File: src/rtl/rc5_key_loader_if.sv
// rc5_key_loader_if
//
// Bundles the two byte-wide paths of the RC5 key loader:
//   - key byte stream from the host (iKey_byte / iKey_valid / oKey_ready)
//   - write port of the B-byte key RAM (oKey_address / oKey_data / oKey_we)
//
// Handshake: a byte moves on a rising clk edge exactly when iKey_valid and
// oKey_ready are both high at that edge. The source may raise iKey_valid at
// any time. Once raised, it holds iKey_byte stable until the transfer
// completes. The loader raises oKey_ready without looking at iKey_valid.
//
// Parameters:
//   B_LENGTH  key RAM address width, $clog2(B).
//
// Modports:
//   slave   the loader: consumes the byte stream and drives the RAM port.
//   master  the environment: byte source plus key RAM.
interface rc5_key_loader_if #(
    parameter int B_LENGTH = 4
);
    logic [7:0]          iKey_byte;
    logic                iKey_valid;
    logic                oKey_ready;
    logic [B_LENGTH-1:0] oKey_address;
    logic [7:0]          oKey_data;
    logic                oKey_we;

    modport slave (
        input  iKey_byte,
        input  iKey_valid,
        output oKey_ready,
        output oKey_address,
        output oKey_data,
        output oKey_we
    );

    modport master (
        output iKey_byte,
        output iKey_valid,
        input  oKey_ready,
        input  oKey_address,
        input  oKey_data,
        input  oKey_we
    );
endinterface

File: src/rtl/rc5_key_loader.sv
// rc5_key_loader
//
// Writer-side front end for the RC5 key RAM. It takes the secret key one byte
// per handshake. Byte k is key[k], in RC5 little-endian order. It writes byte
// k to RAM address k. When all B bytes are stored, it pulses oStartExpander
// for one cycle so the key expander can start reading the same RAM.
//
// Optional feature, macro RC5_KEY_LOADER_ZEROIZE_EN:
//   When defined, a CLEAR state writes 0x00 to every RAM address before each
//   load and after every abort, so no partial key survives. When undefined,
//   CLEAR does not exist and aborted loads leave partial key bytes in RAM.
//
// Parameters:
//   B         key length in bytes (>= 2).
//   B_LENGTH  key RAM address width, $clog2(B).
//
// Ports:
//   clk             single clock, rising edge.
//   rst             synchronous active-high reset. It clears the FSM only.
//   iStart          starts a new load. Sampled in IDLE and DONE.
//   iAbort          cancels a load. Sampled in CLEAR, LOAD and FIN.
//   bus             byte stream in, key RAM write port out (registered).
//   oStartExpander  one-cycle pulse when the full key is in RAM.
//   oBusy           high in CLEAR, LOAD and FIN.
//   oDone           high in DONE, held until the next iStart.
//   state_dbg       current FSM state encoding, for observation only.
module rc5_key_loader #(
    parameter int B        = 16,
    parameter int B_LENGTH = $clog2(B)
) (
    input  logic            clk,
    input  logic            rst,
    input  logic            iStart,
    input  logic            iAbort,
    rc5_key_loader_if.slave bus,
    output logic            oStartExpander,
    output logic            oBusy,
    output logic            oDone,
    output logic [2:0]      state_dbg
);

    // Explicit codes keep the encoding stable whether or not CLEAR is built.
    typedef enum logic [2:0] {
        ST_IDLE  = 3'd0,
`ifdef RC5_KEY_LOADER_ZEROIZE_EN
        ST_CLEAR = 3'd1,
`endif
        ST_LOAD  = 3'd2,
        ST_FIN   = 3'd3,
        ST_DONE  = 3'd4
    } state_t;

    // The counter is compared against the last address instead of relying
    // on wrap-around, so a B that is not a power of two also works.
    localparam logic [B_LENGTH-1:0] LAST_ADDR = B_LENGTH'(B - 1);

    state_t              state;
    logic [B_LENGTH-1:0] count;

`ifdef RC5_KEY_LOADER_ZEROIZE_EN
    // Where the sweep goes when it ends: 1 = LOAD (after a start),
    // 0 = IDLE (after an abort).
    logic                clear_to_load;
`endif

    assign state_dbg = state;

    always_ff @(posedge clk) begin
        if (rst) begin
            state            <= ST_IDLE;
            count            <= '0;
            bus.oKey_ready   <= 1'b0;
            bus.oKey_address <= '0;
            bus.oKey_data    <= 8'h00;
            bus.oKey_we      <= 1'b0;
            oStartExpander   <= 1'b0;
            oBusy            <= 1'b0;
            oDone            <= 1'b0;
`ifdef RC5_KEY_LOADER_ZEROIZE_EN
            clear_to_load    <= 1'b0;
`endif
        end else begin
            // A write strobe or start pulse lasts one cycle unless a branch
            // below sets it again.
            bus.oKey_we    <= 1'b0;
            oStartExpander <= 1'b0;

            case (state)
                ST_IDLE, ST_DONE: begin
                    if (iStart) begin
                        count <= '0;
                        oDone <= 1'b0;
                        oBusy <= 1'b1;
`ifdef RC5_KEY_LOADER_ZEROIZE_EN
                        // The first zero write goes out now, so all B sweep
                        // writes fall inside the B CLEAR cycles.
                        state            <= ST_CLEAR;
                        clear_to_load    <= 1'b1;
                        bus.oKey_we      <= 1'b1;
                        bus.oKey_address <= '0;
                        bus.oKey_data    <= 8'h00;
`else
                        state            <= ST_LOAD;
                        bus.oKey_ready   <= 1'b1;
`endif
                    end
                end

`ifdef RC5_KEY_LOADER_ZEROIZE_EN
                ST_CLEAR: begin
                    // count holds the address of the zero write being
                    // presented this cycle.
                    if (count == LAST_ADDR) begin
                        count <= '0;
                        if (clear_to_load && !iAbort) begin
                            state          <= ST_LOAD;
                            bus.oKey_ready <= 1'b1;
                        end else begin
                            state <= ST_IDLE;
                            oBusy <= 1'b0;
                        end
                    end else begin
                        count            <= count + 1'b1;
                        bus.oKey_we      <= 1'b1;
                        bus.oKey_address <= count + 1'b1;
                        bus.oKey_data    <= 8'h00;
                        // An abort cannot cut the sweep short. It only
                        // changes where the sweep goes when it ends.
                        if (iAbort) begin
                            clear_to_load <= 1'b0;
                        end
                    end
                end
`endif

                ST_LOAD, ST_FIN: begin
                    if (iAbort) begin
                        // Abort wins over a byte offered on the same edge.
                        bus.oKey_ready <= 1'b0;
                        count          <= '0;
`ifdef RC5_KEY_LOADER_ZEROIZE_EN
                        state            <= ST_CLEAR;
                        clear_to_load    <= 1'b0;
                        bus.oKey_we      <= 1'b1;
                        bus.oKey_address <= '0;
                        bus.oKey_data    <= 8'h00;
`else
                        state            <= ST_IDLE;
                        oBusy            <= 1'b0;
`endif
                    end else if (state == ST_LOAD) begin
                        // oKey_ready is high throughout LOAD, so valid alone
                        // completes the handshake here.
                        if (bus.iKey_valid) begin
                            bus.oKey_we      <= 1'b1;
                            bus.oKey_address <= count;
                            bus.oKey_data    <= bus.iKey_byte;
                            if (count == LAST_ADDR) begin
                                state          <= ST_FIN;
                                bus.oKey_ready <= 1'b0;
                                count          <= '0;
                            end else begin
                                count <= count + 1'b1;
                            end
                        end
                    end else begin
                        // FIN: the last byte was written on this edge. The
                        // expander may now start.
                        state          <= ST_DONE;
                        oStartExpander <= 1'b1;
                        oDone          <= 1'b1;
                        oBusy          <= 1'b0;
                    end
                end

                default: begin
                    state          <= ST_IDLE;
                    bus.oKey_ready <= 1'b0;
                    oBusy          <= 1'b0;
                end
            endcase
        end
    end

endmodule

File: src/flat_wrapper.sv
// flat-port wrapper written by rule: the top's interface ports become plain ports
module rc5_key_loader_flat 
#(
    parameter int B        = 16,
    parameter int B_LENGTH = $clog2(B)
)
  (clk, rst, iStart, iAbort, oStartExpander, oBusy, oDone, state_dbg, bus_iKey_byte, bus_iKey_valid, bus_oKey_ready, bus_oKey_address, bus_oKey_data, bus_oKey_we);
  rc5_key_loader_if #(.B_LENGTH(B_LENGTH)) bus_i ();
  input  logic clk;
  input  logic rst;
  input  logic iStart;
  input  logic iAbort;
  output logic oStartExpander;
  output logic oBusy;
  output logic oDone;
  output logic [2:0] state_dbg;
  input wire logic [$bits(bus_i.iKey_byte)-1:0] bus_iKey_byte;
  input wire logic [$bits(bus_i.iKey_valid)-1:0] bus_iKey_valid;
  output wire logic [$bits(bus_i.oKey_ready)-1:0] bus_oKey_ready;
  output wire logic [$bits(bus_i.oKey_address)-1:0] bus_oKey_address;
  output wire logic [$bits(bus_i.oKey_data)-1:0] bus_oKey_data;
  output wire logic [$bits(bus_i.oKey_we)-1:0] bus_oKey_we;
  assign bus_i.iKey_byte = bus_iKey_byte;
  assign bus_i.iKey_valid = bus_iKey_valid;
  assign bus_oKey_ready = bus_i.oKey_ready;
  assign bus_oKey_address = bus_i.oKey_address;
  assign bus_oKey_data = bus_i.oKey_data;
  assign bus_oKey_we = bus_i.oKey_we;
  rc5_key_loader #(.B(B), .B_LENGTH(B_LENGTH)) u_core (.clk(clk), .rst(rst), .iStart(iStart), .iAbort(iAbort), .bus(bus_i), .oStartExpander(oStartExpander), .oBusy(oBusy), .oDone(oDone), .state_dbg(state_dbg));
endmodule
File: config.mk
export PLATFORM = sky130hd
export DESIGN_NAME = rc5_key_loader_flat
export DESIGN_NICKNAME = d
export VERILOG_FILES = /design/src/rtl/rc5_key_loader_if.sv /design/src/rtl/rc5_key_loader.sv /design/src/flat_wrapper.sv
export SDC_FILE = /design/constraint.sdc
export NUM_CORES = 1
export LEC_CHECK = 0
export ABC_CLOCK_PERIOD_IN_PS = 2600
export BUFFER_PORTS_ARGS = -buffer_cell sky130_fd_sc_hd__buf_2
export CAP_MARGIN = 40
export CELL_PAD_IN_SITES_DETAIL_PLACEMENT = 0
export CELL_PAD_IN_SITES_GLOBAL_PLACEMENT = 2
export CORE_UTILIZATION = 29
export DETAILED_ROUTE_END_ITERATION = 16
export GPL_ROUTABILITY_DRIVEN = 0
export GPL_TIMING_DRIVEN = 0
export PLACE_DENSITY_LB_ADDON = 0.1
export REMOVE_ABC_BUFFERS = 1
export SETUP_SLACK_MARGIN = 0.5
export SYNTH_ARGS = -nofsm -noshare
export SYNTH_HDL_FRONTEND = slang
export SYNTH_SLANG_ARGS = --single-unit
File: constraint.sdc
create_clock -name clk -period 2.6 [get_ports clk]
set_input_delay 0.26 -clock clk [delete_from_list [all_inputs] [get_ports clk]]
set_output_delay 0.26 -clock clk [all_outputs]
set_load 0.02 [all_outputs]
==> parameters.txt, run 1 <==
Parameter                              Value

Final layout
  Number of antenna repair diodes    0
  Fin nets    157
  Layout cell share with drive strength beyond 1    0.268
  Synth-to-Final Area Change    24.9%
  Final non-filler cell total    186

Synth
  Gate count of the mapped netlist    112
  Post-synthesis sequential area ratio    0.506
  Count of flip-flops with a built-in enable after synthesis    0
  Average size of a mapped cell    8.48 µm²
  Yosys warns    0
  Largest area contributor in the synthesized netlist    dfxtp_1
  Mapped cell area    950 µm²
  Count of state elements after synthesis    24
  Most frequent cells after synthesis    nand2_1, dfxtp_1, a21oi_1, clkbuf_1, nor2_1
  Share of the synthesized area in the top cell type    0.506
  Async set or reset register ratio after synthesis    0
  Leading cell types by total area after synthesis    dfxtp_1, nand2_1, a21oi_1
  Most common cell in the netlist    nand2_1
  Number of distinct library cells after synthesis    27
  Most common flop cell mapped by yosys    dfxtp_1

Critical path
  CP endpoint kind    flip-flop
  Worst R2R Setup Slack    0.91 ns
  Type of the worst setup path    flip-flop to flip-flop
  Cell depth of the worst flop-to-flop path    3
  Crit path required time    2.82 ns
  Crit path launch type    flip-flop
  Crit-path max FO    14
  Worst EP arrival    1.92 ns
  Worst r2r dst    u_core.count[0]
  Startpoint of the worst register-to-register path    u_core.state_dbg[1]

Timing
  Normalized max-slew margin    0.678
  Worst-Margin Slew    0.484 ns
  Final Critical Period    1.69 ns
  Final Hold Slack    0.171 ns
  Unrepaired setup endpoints after global routing    false
  Final hold violation count    0
  Final setup TNS    0 ns
  Crit share post-route    0.651
  Endpoints failing setup    0
  Max Transition Viols Final    0
  Max Fclk    591 MHz
  Final Skew    0.00655 ns

Clock tree
  Insertion delay of the later-clocked pin in the worst-skew pair    0.31 ns
  Post-CTS resize count    0
  Buffer count from post-CTS setup fixing    0
  Max Root-Sink Buffers    2
  Number of buffers created by CTS    3
  Root Buffer Master    clkbuf_4
  CTS clk-pin slew, worst paths    0.14 ns
  Count of H-tree levels built during CTS    1
  Cts hold-fix bufs    0
  CTS sink count    24
  CTS tree    done

Routing
  DRC errors left    0
  Router iterations before antenna repair    5
  Final antenna-violating net count    0
  Total length of routed wires    2110 µm
  Detailed Route Iter0 Violations    10
  Number of vias after detailed routing    858
  Wire length per cell after detailed routing    11.3 µm
  Routed vias/inst    4.61

Global route
  Maximum number of pins on one net before global-route repair    27
  GRT Residual Overflow    0
  First-pass GRT wire length    3350 µm
  Global-route track usage on met2    0.194
  Number of global-route vias before repair    676
  Highest-utilization routing layer at the global route stage    met2
  Total global-route track usage    0.129
  Met1 Usage GRT    0.180
  Initial antenna violation count    0
  Grt met3 use    0.0218

Place
  Cells after DPL    182
  # port buffers    32
  HPWL after detailed placement    1480 µm

Hold path
  WHS Path Cells    3
  Worst hold-check path type    primary input to flip-flop
  Worst hold endpoint    u_core.bus.oKey_data[1]
  Startpoint of the tightest hold check path    bus_iKey_byte[1]

Pwr
  Static Leakage    0.510 nW
  Power density relative to cell area    597 nW/µm²
  Overall power    708 µW
  Max IR drop VDD    0.208 mV

Floorplanning
  Die extent in y    59.2 µm
  Io pins    33
  Chip Width    59.2 µm
  Die area    3510 µm²
  Starting Density    0.309
  Cell row count    20
  Std-Cell Core Area    3080 µm²

Flow run
  Max_cap viols    0

Run status
  Run status    completed
## per-stage QoR
| stage | util | worst slack [ns] | area, µm² |
|---|---|---|---|
| after floorplan | - | 1.14 | 918 |
| after global placement | 0.368 | 0.917 | 1130 |
| after detailed placement | 0.368 | 0.910 | 1130 |
| after CTS | 0.385 | 0.875 | 1190 |
| after global routing | 0.385 | 0.624 | 1190 |
| final | 0.385 | 0.907 | 1190 |
## layout make-up
type	instances	area (µm²)
clock buffers	3	22.5
clock inverters	1	30.0
fillers	333	1890
inverters	1	3.75
multi-input cells	81	434
flip-flops and latches	24	480
well taps	44	55.1
repair buffers	32	160
## registers in the layout (all words and copies together) (netlist names)
register and flops:
u_core.oBusy 1, u_core.oDone 1, u_core.bus.oKey_we 1, u_core.oStartExpander 1
u_core.count 4, u_core.bus.oKey_data 8, u_core.bus.oKey_ready 1, u_core.bus.oKey_address 4
u_core.state_dbg 3
## worst max path at each step
stage	cells past startpoint	from	slack (ns)	to
2_1_floorplan	3	u_core.state_dbg[1]	1.14	u_core.count[0]
3_3_place_gp	3	u_core.state_dbg[1]	0.92	u_core.count[0]
3_5_place_dp	3	u_core.state_dbg[1]	0.91	u_core.count[0]
4_1_cts	3	u_core.state_dbg[1]	0.88	u_core.count[0]
5_1_grt	3	u_core.state_dbg[1]	0.62	u_core.count[0]
6_report	3	u_core.state_dbg[1]	0.91	u_core.count[0]
## per-layer routing
layer  share of wire  vias to the layer above  wire, µm
met1            0.45                      387       956
met3           0.061                        2       129
met4          0.0090                        0        19
met5               0                        -         0
li1                -                      443         -
met2            0.48                       26      1000
## placed cells by master (no fill, tap or decap), drive strengths merged, types with 2 or more instances in the layout
master / instances
o21ai: 4
dfxtp: 24
nor3: 3
nand2: 30
nor2: 4
nor3b: 2
buf: 32
nand3b: 3
and2: 2
nor2b: 2
clkbuf: 3
a21oi: 20
## worst max-delay path: stages, from the launching register on
cell,delay (ns)
dfxtp_1,0.45
nor3b_2,0.38
nand2_1,0.38
o41ai_1,0.39
## logic make-up after synthesis
group                      Yosys count  synth area share
muxes                                1            0.0105
adders and majority gates            1            0.0132
and+or+nand+nor                     51             0.266
DFF                                 24             0.506
AOI/OAI and AO/OA                   28             0.167
buffers and inverters                7            0.0369
## where the power goes
group | switching, mW | leakage (nW) | internal (mW)
logic | 0.0376 | 0.287 | 0.0222
clock network | 0.112 | 0.0279 | 0.156
registers | 0.00490 | 0.194 | 0.375
(Power assumes the default switching activity.)
==> run 2: changes to the inputs <==
ABC_AREA = 1   (was unset)
ABC_CLOCK_PERIOD_IN_PS = 1650   (was 2600)
CORE_UTILIZATION = 26   (was 29)
clock period = 1.65 ns   (was 2.6 ns; I/O delays follow)
==> run 2 against run 1 <==
- register-to-register slack got worse by 0.42 ns
- sequential share of layout area decreased by 6.9 points
- clock skew decreased by 0.0034 ns
- setup slack got worse by 0.42 ns
- synthesized cell count increased by 32%
- sequential power increased by 76%
- utilization decreased by 1.3 points
- clock power increased by 94%
- global-route usage increased by 0.60 points
- via count increased by 21%
- final area increased by 25%
- critical endpoint is now u_core.bus.oKey_address[1]
==> parameters.txt, run 2 <==
Parameter                              Value

Run status
  Run status    completed

Synth
  Area share of xor/xnor cells in the synthesized design    0 (unchanged)
  Most common cell in the netlist    nor2_1
  Largest area contributor in the synthesized netlist    dfxtp_1
  Number of distinct library cells after synthesis    25 (-7.4%)
  Compound-Gate Fraction of Synth Area    0.101 (-0.0662)
  Count of state elements after synthesis    24 (unchanged)
  Share of the synthesized area in the top cell type    0.447 (-0.0594)
  Count of flip-flops with a built-in enable after synthesis    0 (unchanged)
  Yosys warns    0 (unchanged)
  Average size of a mapped cell    7.27 µm² (-14%)
  Main combinational cell family by area after synthesis    simple AND/OR/NAND/NOR gates
  Gate count of the mapped netlist    148 (+32%)
  Most frequent cells after synthesis    nor2_1, dfxtp_1, nand2_1, inv_1, o21ai_1
  Post-synthesis sequential area ratio    0.447 (-0.0594)
  Synth Area in Adders    0.0116 (-0.00155)
  Synth Area in Simple Gates    0.355 (+0.0885)
  Async set or reset register ratio after synthesis    0 (unchanged)
  Mapped cell area    1080 µm² (+13%)
  Leading cell types by total area after synthesis    dfxtp_1, nor2_1, nand2_1
  Most common flop cell mapped by yosys    dfxtp_1
  Mux cell area share after synthesis    0 (-0.0105)

Final layout
  Max reg flops    8 (unchanged)
  Number of filler instances in the final layout    443 (+33%)
  Synth-to-Final Area Change    38.3%
  Largest reg by FF count    u_core.bus.oKey_data
  Leading cell type in the layout, fill and taps excluded    nor2_1
  Fin nets    203 (+29%)
  Post-route standard cell area excluding fillers    1490 µm² (+25%)
  Largest registers in the final layout    u_core.bus.oKey_data x8, u_core.bus.oKey_address x4, u_core.count x4
  Commonest cells after routing, fill and taps aside    nor2_1, buf_2, nand2_1, dfxtp_1, o21ai_1
  Number of antenna repair diodes    0 (unchanged)
  Layout cell share with drive strength beyond 1    0.415 (+0.147)
  Sequential cell area in the final layout    499 µm² (+3.9%)
  Multi-input logic area    582 µm² (+34%)

Flow run
  Max_cap viols    0 (unchanged)

Floorplanning
  Io pins    33 (unchanged)
  Starting Density    0.269 (-0.0395)
  Die extent in y    66.3 µm (+12%)
  Std-Cell Core Area    4000 µm² (+30%)
  Chip Width    66.3 µm (+12%)
  Cell row count    23 (+15%)
  Die area    4400 µm² (+25%)

Place
  Placed Instance Area    1270 µm² (+12%)
  Worst slack, placed    0.279 ns (-0.631 ns)
  # port buffers    32 (unchanged)
  HPWL after detailed placement    1870 µm (+26%)

Routing
  Wire length per cell after detailed routing    11.3 µm (-0.20%)
  Routed vias/inst    4.37 (-5.3%)
  DRC errors left    0 (unchanged)
  Total length of routed wires    2690 µm (+28%)
  Number of vias after detailed routing    1040 (+21%)
  Router iterations before antenna repair    4 (-1)
  Final antenna-violating net count    0 (unchanged)
  Detailed Route Iter0 Violations    19 (+9)

Clock tree
  CTS sink count    24 (unchanged)
  Max Root-Sink Buffers    2 (unchanged)
  CTS clk-pin slew, worst paths    0.09 ns (-0.05 ns)
  CTS tree    done
  Cts hold-fix bufs    0 (unchanged)
  Root Buffer Master    clkbuf_8
  Insertion delay of the later-clocked pin in the worst-skew pair    0.27 ns (-0.04 ns)
  Count of H-tree levels built during CTS    1 (unchanged)
  Number of buffers created by CTS    3 (unchanged)

Timing
  Final Critical Period    1.16 ns (-0.535 ns)
  Final worst slack    0.492 ns (-0.415 ns)
  Unrepaired setup endpoints after global routing    true
  Normalized max-slew margin    0.654 (-0.0238)
  Final Skew    0.00319 ns (-0.00337 ns)
  Max Transition Viols Final    0 (unchanged)
  Worst-Margin Slew    0.519 ns (+0.0352 ns)
  Max Fclk    864 MHz (+46%)
  Endpoints failing setup    0 (unchanged)
  Final setup TNS    0 ns (unchanged)
  Final hold violation count    0 (unchanged)
  Crit share post-route    0.702 (+0.0506)

Critical path
  CP endpoint kind    flip-flop
  Cell depth of the worst flop-to-flop path    7 (+4)
  Worst r2r dst    u_core.bus.oKey_address[1]
  Crit path launch type    flip-flop
  Setup crit start    u_core.state_dbg[2]
  Worst EP arrival    1.37 ns (-0.55 ns)
  Type of the worst setup path    flip-flop to flip-flop
  Capturing instance or port of the critical path    u_core.bus.oKey_address[1]
  Crit-path max FO    12 (-2)
  Startpoint of the worst register-to-register path    u_core.state_dbg[2]
  Crit path required time    1.86 ns (-0.96 ns)
  Worst R2R Setup Slack    0.49 ns (-0.42 ns)

Global route
  First-pass GRT wire length    4420 µm (+32%)
  Initial antenna violation count    0 (unchanged)
  Total global-route track usage    0.135 (+0.00597)
  GRT Residual Overflow    0 (unchanged)
  Maximum number of pins on one net before global-route repair    18 (-33%)
  Number of global-route vias before repair    979 (+45%)

Pwr
  Max IR drop VDD    0.353 mV (+70%)
  Overall power    1.55 mW (+120%)
  Power density relative to cell area    1040 nW/µm² (+75%)
  Static Leakage    0.695 nW (+36%)

Hold path
  Worst hold-check path type    primary input to flip-flop
  Startpoint of the tightest hold check path    iStart
run 2: metal layers:
layer,GRT usage,part of all wire,up-vias
li1,-,-,544
met5,0,0,-
met2,0.241,0.47,28
met1,0.158,0.47,466
met4,0.0319,0.0063,0
met3,0.0397,0.053,2
run 2: cell type report:
cell class / count / share of cell area
timing repair buffer: 38 / 0.138
sequential: 24 / 0.336
clock buffer: 3 / 0.0278
tap: 50 / 0.0421
clock inverter: 1 / 0.0202
inverter: 16 / 0.0454
multi-input combinational: 106 / 0.391
run 2: how the worst min path moves through the flow:
stage          slack [ns]  cells past startpoint              end
6_report             0.08                      2     u_core.oDone
5_1_grt              0.09                      2     u_core.oDone
4_1_cts              0.07                      2     u_core.oDone
3_5_place_dp         0.37                      2     u_core.oDone
3_3_place_gp         0.36                      2     u_core.oDone
2_1_floorplan        0.23                      1  u_core.count[2]
run 2: kinds of logic after synthesis:
family | count (synthesis)
simple gates | 84
fa+ha+maj | 1
buf+inv | 19
flops | 24
compound gates | 20
run 2: power by group:
group	internal (mW)	switching, mW	total [mW]	leakage (nW)
combinational	0.140	0.218	0.358	0.460
clock	0.324	0.197	0.521	0.0357
sequential	0.626	0.0438	0.670	0.199
run 2: repair_timing:
action	CTS	global route
pin swaps	3	10
endpoints found under the hold margin	0	0
endpoints found under the setup margin	20	20
cloned	1	0
gates resized for setup	21	16
buffers inserted	3	3
run 2: through the flow:
step,hold WS [ns],utilization,cells
floorplan,0.227,-,145
global placement,0.365,0.317,227
detailed placement,0.370,0.317,227
CTS,0.0741,0.354,235
global route,0.0930,0.372,238
finish,0.0794,0.372,238
run 2: critical path, cell delays in order (launching register included):
cell and delay, ns:
dfxtp_4 0.38, inv_2 0.07, nand2_4 0.07, nor2_8 0.14
nand3_4 0.17, inv_8 0.13, nor2_1 0.05, nor2_1 0.09
==> run 3: changes to the inputs <==
ABC_CLOCK_PERIOD_IN_PS = 1050   (was 1650)
CORE_UTILIZATION = 24   (was 26)
clock period = 1.05 ns   (was 1.65 ns; I/O delays follow)
==> run 3 against run 2 <==
- clock-buffer cell count stayed put
- largest cell class unchanged
- die area is 8.1% higher
- the run now ends with setup timing left
- maximum frequency is 2.9% lower
- critical path depth is 1 higher
- power is 65% higher
- utilization is 4.1 points higher
- combinational power is 89% higher
==> parameters.txt, run 3 (synthesis results as in run 2) <==
Parameter                              Value

Routing
  Detailed Route Iter0 Violations    39 (+20)
  Wire length per cell after detailed routing    12.1 µm (+6.6%)
  Router iterations before antenna repair    4 (unchanged)
  DRC errors left    0 (unchanged)
  Total length of routed wires    2950 µm (+9.7%)
  Routed vias/inst    4.43 (+1.3%)
  Final antenna-violating net count    0 (unchanged)
  Number of vias after detailed routing    1085 (+4.3%)

Global route
  Number of global-route vias before repair    951 (-2.9%)
  Maximum number of pins on one net before global-route repair    18 (unchanged)
  Initial antenna violation count    0 (unchanged)
  GRT Residual Overflow    0 (unchanged)
  Total global-route track usage    0.133 (-0.00248)
  First-pass GRT wire length    4490 µm (+1.6%)

Final layout
  Fin nets    210 (+3.4%)
  Number of filler instances in the final layout    443 (unchanged)
  Synth-to-Final Area Change    59.0%
  Post-route standard cell area excluding fillers    1710 µm² (+15%)
  Largest registers in the final layout    u_core.bus.oKey_data x8, u_core.bus.oKey_address x4, u_core.count x4
  Largest reg by FF count    u_core.bus.oKey_data
  Commonest cells after routing, fill and taps aside    nor2_1, buf_6, nand2_1, dfxtp_2, buf_4
  Max reg flops    8 (unchanged)
  Number of antenna repair diodes    0 (unchanged)
  Final non-filler cell total    245 (+2.9%)
  Leading cell type in the layout, fill and taps excluded    nor2_1
  Layout cell share with drive strength beyond 1    0.544 (+0.129)

Run status
  Violated checks    setup timing
  Run status    finished, violations left

Clock tree
  Count of H-tree levels built during CTS    1 (unchanged)
  CTS sink count    24 (unchanged)
  Root Buffer Master    clkbuf_8
  Insertion delay of the later-clocked pin in the worst-skew pair    0.27 ns (about the same)
  CTS tree    done
  Number of buffers created by CTS    3 (unchanged)
  Cts hold-fix bufs    0 (unchanged)
  CTS clk-pin slew, worst paths    0.09 ns (about the same)
  Max Root-Sink Buffers    2 (unchanged)

Pwr
  Static Leakage    0.762 nW (+9.6%)
  Power density relative to cell area    1500 nW/µm² (+44%)
  Max IR drop VDD    0.625 mV (+77%)

Timing
  Crit share post-route    1.14 (+0.434)
  Worst-Margin Slew    0.534 ns (+0.0155 ns)
  Final hold violation count    0 (unchanged)
  Max Fclk    839 MHz (-2.9%)
  Final Skew    0.00243 ns (-0.000752 ns)
  Normalized max-slew margin    0.643 (-0.0103)
  Final Hold Slack    0.0245 ns (-0.0548 ns)
  Endpoints failing setup    21 (+21)
  Unrepaired setup endpoints after global routing    true
  Final Critical Period    1.19 ns (+0.0343 ns)
  Max Transition Viols Final    0 (unchanged)
  Final worst slack    -0.142 ns (-0.634 ns)

Critical path
  Startpoint of the worst register-to-register path    u_core.state_dbg[2]
  Slowest stage delay, CP    0.40 ns (+0.02 ns)
  Crit path cell chain    inv_4, nand2_4, nor2_8, buf_4, buf_4, a21oi_4, nor2_1, nor2_1
  Crit path required time    1.26 ns (-0.60 ns)
  Count of buffer and inverter cells on the critical path    3 (+1)
  Crit-path max FO    5 (-7)
  Crit path launch type    flip-flop
  Worst EP arrival    1.40 ns (+0.03 ns)
  CP endpoint kind    flip-flop
  Cell with the biggest individual delay on the critical path    dfxtp_4
  Setup crit start    u_core.state_dbg[2]
  Worst R2R Setup Slack    -0.14 ns (-0.63 ns)
  Largest delay share family, worst path    flip-flops
  Type of the worst setup path    flip-flop to flip-flop

Hold path
  Worst hold-check path type    primary input to flip-flop
  Startpoint of the tightest hold check path    iStart

Place
  Cells after DPL    227 (unchanged)
  HPWL after detailed placement    1910 µm (+2.0%)
  Placed Instance Area    1270 µm² (unchanged)
  # port buffers    32 (unchanged)

Floorplanning
  Starting Density    0.260 (-0.00934)
  Io pins    33 (unchanged)
  Chip Width    69.0 µm (+4.0%)
  Die extent in y    69.0 µm (+4.0%)
  Die area    4760 µm² (+8.1%)
  Cell row count    23 (unchanged)
  Std-Cell Core Area    4140 µm² (+3.6%)

Flow run
  Max_cap viols    0 (unchanged)
==> run 3: what timing repair did <==
| action | 4_1_cts | 5_1_grt |
|---|---|---|
| pin swaps | 9 | 4 |
| setup endpoints to repair | 44 | 44 |
| buffers inserted | 9 | 3 |
| gates cloned | 1 | 1 |
| gates resized for setup | 83 | 17 |
==> run 3: layer usage <==
layer | vias to the layer above | part of all wire | GRT usage | wire [µm]
li1 | 567 | - | - | -
met1 | 489 | 0.48 | 0.172 | 1410
met2 | 27 | 0.47 | 0.216 | 1400
met3 | 2 | 0.045 | 0.0395 | 133
met4 | 0 | 0.0058 | 0.0306 | 17
met5 | - | 0 | 0 | 0
==> run 3: through the flow <==
| stage | power (mW) | setup slack [ns] | utilization | setup TNS (ns) |
|---|---|---|---|---|
| CTS | 2.56 | -0.120 | 0.394 | -1.98 |
| global route | 2.72 | -0.216 | 0.413 | -4.01 |
| finish | 2.56 | -0.142 | 0.413 | -2.11 |
| floorplan | 1.38 | -0.198 | - | -2.90 |
| detailed placement | 1.53 | -0.389 | 0.306 | -4.60 |
| global placement | 1.52 | -0.368 | 0.306 | -4.30 |
==> run 3: layout make-up <==
cell class | count | area, µm² | area share
sequential | 24 | 519 | 0.304
clock inverter | 1 | 30.0 | 0.0176
timing repair inverter | 1 | 6.26 | 0.00366
inverter | 16 | 70.1 | 0.0410
clock buffer | 3 | 41.3 | 0.0241
tap | 50 | 62.6 | 0.0366
timing repair buffer | 44 | 372 | 0.217
multi-input combinational | 106 | 609 | 0.356
==> run 3: final timing paths <==
check                                               end  cells past startpoint
worst max-delay path                       u_core.oBusy                      8
worst min-delay path                       u_core.oDone                      2
worst max register to register             u_core.oBusy                      8
worst min register to register  u_core.bus.oKey_data[5]                      2
==> run 3: power by group <==
group	internal [mW]	switching (mW)	leakage, nW	total (mW)
combinational	0.304	0.372	0.520	0.676
clock	0.510	0.311	0.0357	0.821
sequential	0.991	0.0744	0.206	1.07
==> run 3: worst register-to-register path, cell delays in order, from the launching register on <==
cell     delay (ns)
dfxtp_4        0.40
inv_4          0.04
nand2_4        0.09
nor2_8         0.06
buf_4          0.13
buf_4          0.13
a21oi_4        0.14
nor2_1         0.05
nor2_1         0.09
